`src/rtl/cellrv32_xirq_prio.sv`:
```
// External interrupt controller: per-channel trigger type/polarity, 2-bit priorities
// with threshold, and a CPU request held until software acknowledges the claim.
module cellrv32_xirq_prio #(
  parameter int          XIRQ_NUM_CH           = 8,
  parameter logic [31:0] XIRQ_TRIGGER_TYPE     = 32'h0,
  parameter logic [31:0] XIRQ_TRIGGER_POLARITY = 32'h0,
  parameter logic [31:0] BASE_ADDR             = 32'hFFFF_F300
) (
  input  logic        clk_i,
  input  logic        rst_i,
  input  logic [31:0] addr_i,
  input  logic        rden_i,
  input  logic        wren_i,
  input  logic [31:0] data_i,
  output logic [31:0] data_o,
  output logic        ack_o,
  input  logic [31:0] xirq_i,
  output logic        cpu_irq_o
);

  localparam logic [31:0] CH_MASK   = 32'hFFFF_FFFF >> (32 - XIRQ_NUM_CH);
  localparam logic [63:0] PRIO_MASK = 64'hFFFF_FFFF_FFFF_FFFF >> (64 - 2 * XIRQ_NUM_CH);

  typedef enum logic {IDLE, RUN} state_t;

  state_t      state;
  logic [31:0] eie, pend, ttype, tpol, prio_lo, prio_hi;
  logic [1:0]  thresh;
  logic [31:0] s1, s2, s3;
  logic [4:0]  src;
  logic [1:0]  prio;
  logic        ack_q;

  logic        in_win, wr, rd;
  logic [2:0]  reg_sel;
  logic [31:0] trig, clr_mask, rdata;
  logic [63:0] prio_all;
  logic        found;
  logic [4:0]  win_src;
  logic [1:0]  win_prio;
  logic        unused_addr;

  assign in_win      = (addr_i[31:5] == BASE_ADDR[31:5]);
  assign wr          = wren_i & in_win;
  assign rd          = rden_i & in_win;
  assign reg_sel     = addr_i[4:2];
  assign unused_addr = ^addr_i[1:0];
  assign prio_all    = {prio_hi, prio_lo};

  // level: s2 matches polarity; edge: s2/s3 transition in the polarity's direction
  assign trig = CH_MASK & ((~ttype & ~(s2 ^ tpol)) |
                           (ttype & tpol & s2 & ~s3) |
                           (ttype & ~tpol & ~s2 & s3));

  // ascending scan with strict '>' keeps the lowest index among equal priorities
  always_comb begin
    found    = 1'b0;
    win_src  = '0;
    win_prio = '0;
    for (int i = 0; i < XIRQ_NUM_CH; i++) begin
      if (pend[i] && eie[i] && (prio_all[2*i +: 2] >= thresh) &&
          (!found || (prio_all[2*i +: 2] > win_prio))) begin
        found    = 1'b1;
        win_src  = 5'(i);
        win_prio = prio_all[2*i +: 2];
      end
    end
  end

  always_comb begin
    clr_mask = '0;
    if (wr && (reg_sel == 3'd1)) clr_mask = ~data_i & CH_MASK;
    if (ack_q) clr_mask[src] = 1'b1;
  end

  always_comb begin
    case (reg_sel)
      3'd0:    rdata = eie;
      3'd1:    rdata = pend;
      3'd2:    rdata = {(state == RUN), 21'b0, prio, 3'b0, src};
      3'd3:    rdata = ttype;
      3'd4:    rdata = tpol;
      3'd5:    rdata = prio_lo;
      3'd6:    rdata = prio_hi;
      default: rdata = {30'b0, thresh};
    endcase
  end

  always_ff @(posedge clk_i) begin
    if (rst_i) begin
      eie     <= '0;
      pend    <= '0;
      ttype   <= XIRQ_TRIGGER_TYPE & CH_MASK;
      tpol    <= XIRQ_TRIGGER_POLARITY & CH_MASK;
      prio_lo <= '0;
      prio_hi <= '0;
      thresh  <= '0;
      s1      <= '0;
      s2      <= '0;
      s3      <= '0;
      ack_o   <= 1'b0;
      data_o  <= '0;
    end else begin
      s1     <= xirq_i & CH_MASK;
      s2     <= s1;
      s3     <= s2;
      pend   <= (pend | (trig & eie)) & ~clr_mask;
      ack_o  <= rd | wr;
      data_o <= rd ? rdata : '0;
      if (wr) begin
        case (reg_sel)
          3'd0:    eie     <= data_i & CH_MASK;
          3'd3:    ttype   <= data_i & CH_MASK;
          3'd4:    tpol    <= data_i & CH_MASK;
          3'd5:    prio_lo <= data_i & PRIO_MASK[31:0];
          3'd6:    prio_hi <= data_i & PRIO_MASK[63:32];
          3'd7:    thresh  <= data_i[1:0];
          default: ;
        endcase
      end
    end
  end

  // acknowledge is registered first; repeated ESC writes during that cycle are ignored
  always_ff @(posedge clk_i) begin
    if (rst_i) begin
      state     <= IDLE;
      src       <= '0;
      prio      <= '0;
      cpu_irq_o <= 1'b0;
      ack_q     <= 1'b0;
    end else begin
      ack_q <= wr && (reg_sel == 3'd2) && (state == RUN) && !ack_q;
      case (state)
        IDLE: begin
          src  <= win_src;
          prio <= win_prio;
          if (found) begin
            state     <= RUN;
            cpu_irq_o <= 1'b1;
          end
        end
        RUN: begin
          if (ack_q) begin
            state     <= IDLE;
            cpu_irq_o <= 1'b0;
          end
        end
      endcase
    end
  end

endmodule

```
`config.mk`:
```
export PLATFORM = sky130hd
export DESIGN_NAME = cellrv32_xirq_prio
export DESIGN_NICKNAME = d
export VERILOG_FILES = /design/src/rtl/cellrv32_xirq_prio.sv
export SDC_FILE = /design/constraint.sdc
export NUM_CORES = 1
export LEC_CHECK = 0
export BUFFER_PORTS_ARGS = -buffer_cell sky130_fd_sc_hd__buf_2
export CAP_MARGIN = 25
export CORE_MARGIN = 1
export CORE_UTILIZATION = 40
export DETAILED_ROUTE_END_ITERATION = 16
export GPL_TIMING_DRIVEN = 0
export HOLD_SLACK_MARGIN = 0.06
export PLACE_DENSITY_LB_ADDON = 0.2
export SETUP_SLACK_MARGIN = 0.3
export SLEW_MARGIN = 5
export SYNTH_ARGS = -nofsm -noshare
export SYNTH_HDL_FRONTEND = slang
export SYNTH_SLANG_ARGS = --single-unit
```
`constraint.sdc`:
```
create_clock -name clk_i -period 10.07 [get_ports clk_i]
set_input_delay 1.5105 -clock clk_i [delete_from_list [all_inputs] [get_ports clk_i]]
set_output_delay 1.5105 -clock clk_i [all_outputs]
set_load 0.05 [all_outputs]
```
Yosys cells after proc, flatten, opt, wreduce, memory -nomap -nowiden
Cells that the tools add are included.

Bits in registers: 141. Bits in latches: 0. RAM bits: 0. Bits in read-only memories: 0. Bits of input ports: 100. Output and inout bits: 34. Word-level logic and storage cells: 154. Memories: 0.

$add $sub $neg: 0. $mul: 0. Divide/modulo/power cells: 0. $lt $le $gt $ge: 17. Equality and inequality tests: 10. Shift operators: 0. Multiplexer cells: 34. Bitwise logic cells: 26. Reduce and logical (&&, ||, !) cells: 51.

Operators with widths (number): $pmux W32 S7 (1); $and A8 B8 Y8 (8); $not A8 Y8 (6); $and A32 B32 Y32 (1); $mux W32 (1); $not A32 Y32 (1); $or A32 B32 Y32 (1); $or A32 B8 Y32 (1); $logic_and A1 B1 Y1 (28); $eq A27 B27 Y1 const B (1); $mux W2 (10); $ge A2 B2 Y1 (8); $or A8 B8 Y8 (2); $mux W5 (3); $gt A2 B2 Y1 (7); $mux W1 (14); $eq A3 B3 Y1 const B (4); $reduce_and A2 Y1 (6); $logic_not A1 Y1 (8); $mux W8 (1); $xor A8 B8 Y8 (1); $logic_or A1 B1 Y1 (7); $eq A3 B2 Y1 const B (2); $lt A5 B6 Y1 const B (1); other kinds (12) (15).

Longest topological paths before layout
Gate-level depths: netlist of the first run.

Depth in word-level cells: 33. Mapped depth: 51. Gate-level depth less buffers: 50.

Worst setup path before layout of the first run
OpenSTA, ideal clock, no wires.

Path kind: register -> register. From: register thresh[1]. To: register src[1]. Library setup time: 0.119 ns. Arrival: 8.681 ns. Data required time: 9.951 ns. Path slack: 1.270 ns. Stages on the path, launching flop included: 50. Buffers on the path: 1. Cells stage by stage: dfxtp_1 inv_1 ha_1 o211ai_1 nor2_1 nand2_1 ha_1 nor2b_1 o21ai_0 a21oi_1 a21o_1 inv_1 ha_1 nor2b_1 o21ai_0 o21ai_0 a221oi_1 o21bai_1 (+14 left out) nor2b_1 o21ai_0 o22ai_1 nand2_1 o21a_1 ha_1 a21oi_1 a21oi_1 o2bb2ai_1 a21oi_1 o31ai_1 nand2_1 ha_1 nor2b_1 o21ai_0 a21boi_1 or3_1 o221a_2.

Cells in the longest elaborated chain, start to end: 31.

RTL lines: start, declared (line 28) `logic [1:0] thresh;`; start signal, assigned (line 117) `3'd7: thresh <= data_i[1:0];`; $ge A2 B2 Y1 (line 61) `if (pend[i] && eie[i] && (prio_all[2*i +: 2] >= thresh) &&`; $logic_and A1 B1 Y1 (line 61); $mux W2 or $mux W1 (tied branches) (line 61); $gt A2 B2 Y1 or $logic_not A1 Y1 (tied branches) (line 62) `(!found || (prio_all[2*i +: 2] > win_prio))) begin`; $logic_or A1 B1 Y1 (line 62); $logic_and A1 B1 Y1 (line 61); $mux W2 or $mux W1 (tied branches) (line 61); $gt A2 B2 Y1 or $logic_not A1 Y1 (tied branches) (line 62); (+15 left out); $gt A2 B2 Y1 or $logic_not A1 Y1 (tied branches) (line 62); $logic_or A1 B1 Y1 (line 62); $logic_and A1 B1 Y1 (line 61); $mux W2 or $mux W1 (tied branches) (line 61); $gt A2 B2 Y1 or $logic_not A1 Y1 (tied branches) (line 62); $logic_or A1 B1 Y1 (line 62); $logic_and A1 B1 Y1 (line 61); $mux W5 (*) (line 61); end signal, assigned (line 136) `src <= win_src;`; end, declared (line 30) `logic [4:0] src;`.

Every way passes the cells marked *; elsewhere a longest branch is shown, timed or not. A chain may end at the register's enable or synchronous reset.

Worst setup path in the final report of the first run
Ends and elaborated chain as after synthesis.

==> impl_metrics.csv, run 1 <==
group,metric,value,unit
outcome,status,"finished, final reports clean",
critical_path,setup_slack_reg_to_reg,0.89,ns
timing,final.setup_skew,0.00905,ns
timing,rsz0062_at_grt,"no",
power_and_ir_drop,share_seq_of_total_power,51.6,%
timing,finalCritPeriodShare,91.1,%
floorplanning,std_cell_rows,41,
min_path,min_to,"s2[7]",
finish,commonest_cells_after_routing_fill_and_taps_aside,"98 x sky130_fd_sc_hd__dfxtp_1, 78 x sky130_fd_sc_hd__buf_2, 71 x sky130_fd_sc_hd__nor2_1",
cts,cts_hold_repair.buffers,0,
finish,areaGrowthSynthToFinish,20.0,%
finish,share_of_cells_above_drive_strength_1,23.4,%
detailed_routing,ant_nets,0,
placed_design,dp.final_hpwl,10600,um
synth,synth-edff-count,0,
cts,cts_made_buffers,9,
timing,final-hold-violation-count,0,
critical_path,crit_required,10.32,ns
cts,htreeDepth,3,
global_route,grt_antenna_before_repair,0,
cts,cts.clk_slew.worst_paths,0.07,ns
global_route,grt_start_max_net_pins,17,
finish,n_diodes,0,
synth,synth_warnings,0,
placed_design,io_buffers,74,
power_and_ir_drop,p_int,0.000587,W
timing,measured_slew_at_the_worst_slew_check_pin,0.850,ns
critical_path,critPathKind,"reg -> reg",
timing,maxClockFrequency,109,MHz
synth,async_flop_share,0,%
detailed_routing,drt-wirelength-per-cell,16.8,um
run,maxCapViolCount,0,
critical_path,worstRegToRegCells,49,
synth,syn-cell-area,5160,um2
timing,post-route-min-period,9.18,ns
global_route,grtUsageTotal,22.4,%
global_route,number_of_global_route_vias_before_repair,4359,
placed_design,place_area,5800,um2
synth,synth_seq_cells,100,
cts,tritoncts_num_sinks,100,
timing,fin_ws,0.895,ns
floorplanning,io_pins,134,
detailed_routing,dr_total_vias,4446,
cts,clock_tree.root_cell,"sky130_fd_sc_hd__clkbuf_16",
floorplanning,chipWidth,116,um
finish,fillerInstances,1241,
finish,mostFrequentLayoutCell,"sky130_fd_sc_hd__dfxtp_1",
min_path,worst_hold_path.num_cells,1,
floorplanning,initial_core_util,40.9,%
detailed_routing,detail_route.first_pass.iterations,4,
power_and_ir_drop,vdd_drop_max,0.000124,V
placed_design,globalplace.congestion,0.844,
power_and_ir_drop,pwr-share-comb,7.5,%
cts,clkLatencyLatePin,0.35,ns
synth,synth_flop_cell,"sky130_fd_sc_hd__dfxtp_1",
synth,synthesis.instances,558,
power_and_ir_drop,power-per-cell-area,126,nW/um2
finish,final_core_utilization,49.1,%
critical_path,crit_fanout,8,
synth,synth.distinct_cells,63,
synth,ys_seq_area_share,38.8,%
timing,hold-worst-slack,0.430,ns
min_path,hp-start,"s1[7]",
floorplanning,core_region_area,12600,um2
finish,stdcell_area,6190,um2
placed_design,dp_worst_setup_slack,-0.149,ns
timing,final-max-slew-violation-count,0,
power_and_ir_drop,p_clk_share,41.0,%
cts,cts_tree,"built",
timing,timing.max_slew.rel_slack,42.9,%
finish,num-nets-final,793,
global_route,grt_first_pass_wirelength,22400,um
min_path,hp-class,"reg -> reg",
global_route,grt_remaining_overflow,0,
timing,totalNegativeSetupSlack,0,ns
synth,syn-mean-instance-area,9.25,um2
critical_path,path_common_cell,"sky130_fd_sc_hd__ha_1",
critical_path,start_kind,"register",
critical_path,category_of_the_worst_setup_path_capture_point,"register",
power_and_ir_drop,netSwitchingFraction,24.7,%
critical_path,critPathSlowestCell,"sky130_fd_sc_hd__dfxtp_2",
floorplanning,die_h,116,um
power_and_ir_drop,p_switching,0.000192,W
critical_path,critical_path.reg2reg.endpoint,"src[1]",
cts,ctsLongestPathBuffers,2,
detailed_routing,drt_wl_total,14100,um
critical_path,cpPeakStageDelay,0.35,ns
floorplanning,total_die_area,13400,um2
detailed_routing,post_drt_via_cell_ratio,5.30,
critical_path,worst-endpoint-arrival,9.42,ns
detailed_routing,dr.first_iter.drc_count,228,
detailed_routing,drc_errors,0,
power_and_ir_drop,power.static_leakage,2.66,nW
timing,finalSetupViolations,0,
critical_path,rr_startpoint,"thresh[1]",
[stage by stage]
step / cells / power, W
2_1_floorplan: 572 / 0.000446
3_3_place_gp: 818 / 0.000468
3_5_place_dp: 818 / 0.000468
4_1_cts: 833 / 0.000785
5_1_grt: 839 / 0.000809
6_report: 839 / 0.000779
[flip-flops by register name (all words and copies together) (netlist names), 8 cells and up]
name     count
eie          8
s3           8
ttype        8
tpol         8
s2           8
pend         8
data_o      17
s1           8
prio_lo     16
[repair_timing]
| item | in CTS | in global routing |
|---|---|---|
| buffers inserted | 0 | 6 |
| gates cloned | 0 | 0 |
| resized for setup | 8 | 14 |
| pin swaps | 0 | 6 |
| setup endpoints to repair | 5 | 5 |
[how the worst max path moves through the flow]
| stage | startpoint | end | cells past startpoint |
|---|---|---|---|
| after global routing | thresh[1] | src[2] | 49 |
| after floorplan | thresh[1] | src[1] | 49 |
| final | thresh[1] | src[1] | 49 |
| after global placement | thresh[1] | prio[1] | 48 |
| after detailed placement | thresh[0] | prio[1] | 47 |
| after CTS | thresh[1] | src[1] | 47 |
[kinds of logic (layout without fill, tap and decap cells)]
family	after synthesis	in the layout	share of synthesized area, %
buffers and inverters	58	153	5.55
adder cells (fa/ha/maj)	30	30	7.27
multiplexers	56	56	11.5
AND/OR/NAND/NOR	209	209	21.7
other	1	15	0.0727
AO/OA/AOI/OAI	104	104	15.1
flip-flops	100	100	38.8
[synth_stat cells (3+ instances only)]
master	number	area share (%)
sky130_fd_sc_hd__or3b_1	3	0.51
sky130_fd_sc_hd__nor3_1	9	0.87
sky130_fd_sc_hd__clkbuf_1	18	1.3
sky130_fd_sc_hd__or2_2	3	0.36
sky130_fd_sc_hd__ha_1	30	7.3
sky130_fd_sc_hd__nand4b_1	3	0.51
sky130_fd_sc_hd__o21a_1	4	0.58
sky130_fd_sc_hd__mux2i_1	48	9.3
sky130_fd_sc_hd__buf_4	15	2.2
sky130_fd_sc_hd__nor2b_1	42	5.1
sky130_fd_sc_hd__nor2_1	72	5.2
sky130_fd_sc_hd__o221a_2	4	0.87
sky130_fd_sc_hd__nand2b_1	4	0.48
sky130_fd_sc_hd__o2111ai_1	3	0.51
sky130_fd_sc_hd__a2111oi_0	6	1.0
sky130_fd_sc_hd__nor4_1	5	0.61
sky130_fd_sc_hd__o31ai_1	9	1.3
sky130_fd_sc_hd__a21oi_1	17	1.6
sky130_fd_sc_hd__buf_2	4	0.39
sky130_fd_sc_hd__nand2_1	27	2.0
sky130_fd_sc_hd__dfxtp_1	100	39
sky130_fd_sc_hd__nand3_1	11	1.1
sky130_fd_sc_hd__a21o_1	6	0.87
sky130_fd_sc_hd__inv_1	18	1.3
sky130_fd_sc_hd__o22ai_1	6	0.73
sky130_fd_sc_hd__a221oi_1	4	0.68
sky130_fd_sc_hd__o21ai_0	9	0.87
sky130_fd_sc_hd__mux2_2	6	1.3
sky130_fd_sc_hd__a22oi_1	10	1.5
sky130_fd_sc_hd__and2_1	9	1.1
sky130_fd_sc_hd__nand4_1	5	0.61
[area by class of cell]
class | instances | area [um2] | share of cell area, %
plain buffers | 40 | 219 | 3.54
clock buffers | 10 | 229 | 3.70
clock inverters | 5 | 38.8 | 0.626
inverters | 18 | 67.6 | 1.09
multi-input cells | 414 | 3000 | 48.5
flip-flops and latches | 100 | 2000 | 32.4
well taps | 172 | 215 | 3.48
repair buffers | 80 | 415 | 6.71
[power groups by stage]
stage	clock, W	combinational (W)	sequential [W]
5_1_grt	0.000345	0.0000623	0.000402
3_3_place_gp	0	0.0000572	0.000410
3_5_place_dp	0	0.0000579	0.000411
4_1_cts	0.000326	0.0000580	0.000401
6_report	0.000319	0.0000582	0.000402
2_1_floorplan	0	0.0000348	0.000411
[layer usage]
metal  global-route usage [%]  up-vias  part of all wire [%]  routed length, um
met5                        0        -                     0                  0
met4                     10.6        0                   2.8                397
met3                     5.23       30                   6.0                845
met2                     37.4      142                    47               6580
met1                     27.3     2085                    44               6230
li1                         -     2189                     -                  -
[critical path, delay by kind of cell, from the launching register on]
family	cells	cell delay, ns
AOI/OAI and AO/OA	25	3.99
and+or+nand+nor	13	2.22
adders and majority gates	8	2.20
DFF	1	0.35
buffers and inverters	3	0.29
No activity file was read; power rests on OpenSTA's default activity.
==> inputs of run 2 (changes only) <==
Settings changed: CAP_MARGIN 25 to 5, PLACE_DENSITY from default to 0.6, PLACE_DENSITY_LB_ADDON 0.2 to default.
==> impl_metrics.csv, run 2 (same netlist as run 1, synthesis figures left out) <==
group,metric,value,unit
timing,post-route-min-period,9.22,ns
power_and_ir_drop,vdd_drop_max,0.000116,V
detailed_routing,drc_errors,0,
critical_path,critPathKind,"reg -> reg",
placed_design,globalplace.congestion,0.859,
detailed_routing,dr_total_vias,4456,
finish,multi_input_area,3000,um2
finish,flip_flop_count_of_the_largest_register_all_copies_and_words_added,17,
floorplanning,core_region_area,12600,um2
cts,cts_made_buffers,9,
finish,fillerInstances,1255,
finish,final_core_utilization,49.3,%
min_path,hp-class,"reg -> reg",
timing,totalNegativeSetupSlack,0,ns
critical_path,path_common_cell,"sky130_fd_sc_hd__ha_1",
power_and_ir_drop,pwr-share-comb,7.3,%
floorplanning,initial_core_util,40.9,%
timing,rsz0062_at_grt,"yes",
critical_path,category_of_the_worst_setup_path_capture_point,"register",
critical_path,cpPeakStageDelay,0.37,ns
power_and_ir_drop,netSwitchingFraction,25.1,%
cts,cts_hold_repair.buffers,0,
finish,largest_register,"data_o",
timing,maxClockFrequency,108,MHz
floorplanning,io_pins,134,
floorplanning,die_h,116,um
floorplanning,chipWidth,116,um
finish,commonest_cells_after_routing_fill_and_taps_aside,"99 x sky130_fd_sc_hd__dfxtp_1, 78 x sky130_fd_sc_hd__buf_2, 71 x sky130_fd_sc_hd__nor2_1",
finish,mostFrequentLayoutCell,"sky130_fd_sc_hd__dfxtp_1",
cts,tritoncts_num_sinks,100,
cts,cts_tree,"built",
min_path,worst_hold_path.num_cells,1,
global_route,grt_start_max_net_pins,19,
floorplanning,std_cell_rows,41,
detailed_routing,detail_route.first_pass.iterations,5,
finish,sequential_cell_area,2000,um2
detailed_routing,drt_wl_total,13900,um
power_and_ir_drop,p_switching,0.000200,W
finish,num-nets-final,794,
global_route,grt_antenna_before_repair,0,
cts,clock_tree.root_cell,"sky130_fd_sc_hd__clkbuf_16",
power_and_ir_drop,share_seq_of_total_power,50.3,%
finish,n_diodes,0,
timing,timing.max_slew.rel_slack,40.7,%
run,maxCapViolCount,0,
timing,finalCritPeriodShare,91.6,%
critical_path,worstRegToRegCells,47,
global_route,number_of_global_route_vias_before_repair,4184,
timing,final-max-slew-violation-count,0,
finish,areaGrowthSynthToFinish,20.4,%
critical_path,critical_path.reg2reg.endpoint,"src[2]",
power_and_ir_drop,power.static_leakage,2.68,nW
cts,clkLatencyLatePin,0.34,ns
power_and_ir_drop,p_int,0.000598,W
timing,finalSetupViolations,0,
critical_path,rr_startpoint,"thresh[1]",
min_path,min_to,"s2[3]",
placed_design,io_buffers,74,
global_route,grtUsageTotal,22.1,%
min_path,hp-start,"s1[3]",
critical_path,worst-endpoint-arrival,9.45,ns
critical_path,crit_required,10.30,ns
critical_path,worstSetupStartpoint,"thresh[1]",
outcome,status,"finished, final reports clean",
critical_path,start_kind,"register",
critical_path,crit_fanout,8,
cts,ctsLongestPathBuffers,2,
floorplanning,total_die_area,13400,um2
finish,share_of_cells_above_drive_strength_1,23.3,%
detailed_routing,post_drt_via_cell_ratio,5.30,
detailed_routing,dr.first_iter.drc_count,346,
cts,cts.clk_slew.worst_paths,0.07,ns
timing,measured_slew_at_the_worst_slew_check_pin,0.883,ns
cts,htreeDepth,3,
critical_path,critPathSlowestCell,"sky130_fd_sc_hd__dfxtp_1",
global_route,grt_first_pass_wirelength,22300,um
timing,final-hold-violation-count,0,
power_and_ir_drop,design_power_total,0.000798,W
critical_path,setup_slack_reg_to_reg,0.85,ns
placed_design,dp.final_hpwl,10500,um
detailed_routing,drt-wirelength-per-cell,16.6,um
power_and_ir_drop,power-per-cell-area,128,nW/um2
timing,final.setup_skew,0.00535,ns
detailed_routing,ant_nets,0,
finish,largest_registers,"data_o x17, prio_lo x16",
power_and_ir_drop,p_clk_share,42.4,%
global_route,grt_remaining_overflow,0,
[run 2: cell types whose count changed in the layout (fill, tap and decap cells not counted), sizes merged]
cell and delta:
buf +1, inv +3, clkinvlp -1, clkinv -1
[run 2: metrics by stage]
stage | cell area, um2 | cells | worst slack, ns | hold slack (ns)
floorplan | 5210 | 572 | 1.27 | 0.414
global placement | 5800 | 818 | 0.108 | 0.420
detailed placement | 5800 | 818 | -0.110 | 0.426
CTS | 6120 | 834 | 0.367 | 0.449
global route | 6220 | 841 | 0.223 | 0.454
finish | 6220 | 841 | 0.847 | 0.444
[run 2: how the worst max path moves through the flow]
stage              end  slack, ns  depth (start not counted)
6_report        src[2]       0.85                         47
5_1_grt        prio[1]       0.22                         50
3_5_place_dp    src[1]      -0.11                         49
4_1_cts         src[1]       0.37                         47
2_1_floorplan   src[1]       1.27                         49
3_3_place_gp   prio[1]       0.11                         47
[run 2: routing by layer]
| layer | share of wire [%] | global-route usage [%] | vias up |
|---|---|---|---|
| met5 | 0 | 0 | - |
| met4 | 2.3 | 8.40 | 0 |
| met3 | 5.4 | 4.39 | 23 |
| met1 | 46 | 28.7 | 2090 |
| met2 | 47 | 36.2 | 152 |
| li1 | - | - | 2191 |
[run 2: what timing repair did]
| item | 4_1_cts | 5_1_grt |
|---|---|---|
| setup endpoints to repair | 5 | 5 |
| pin swaps | 0 | 5 |
| resized for setup | 8 | 12 |
| buffers inserted | 0 | 7 |
| gates cloned | 0 | 0 |
[run 2: worst max-delay path, delay by kind of cell, from the launching register on]
family	cells	cell delay [ns]
AO/OA/AOI/OAI	24	4.16
adder cells (fa/ha/maj)	8	2.07
buffers and inverters	3	0.32
flip-flops	1	0.37
AND/OR/NAND/NOR	12	2.17
[run 2: area by class of cell]
class	instances	share of cell area [%]
Buffer	40	3.52
Clock buffer	10	3.84
Clock inverter	6	0.825
Inverter	18	1.09
Multi-Input combinational cell	414	48.2
Sequential cell	100	32.2
Tap cell	172	3.46
Timing Repair Buffer	81	6.80
[run 2: power groups by stage]
stage | combinational (W) | sequential (W) | clock (W)
detailed placement | 0.0000578 | 0.000411 | 0
global route | 0.0000625 | 0.000402 | 0.000360
floorplan | 0.0000348 | 0.000411 | 0
CTS | 0.0000579 | 0.000401 | 0.000345
finish | 0.0000584 | 0.000401 | 0.000338
global placement | 0.0000571 | 0.000410 | 0
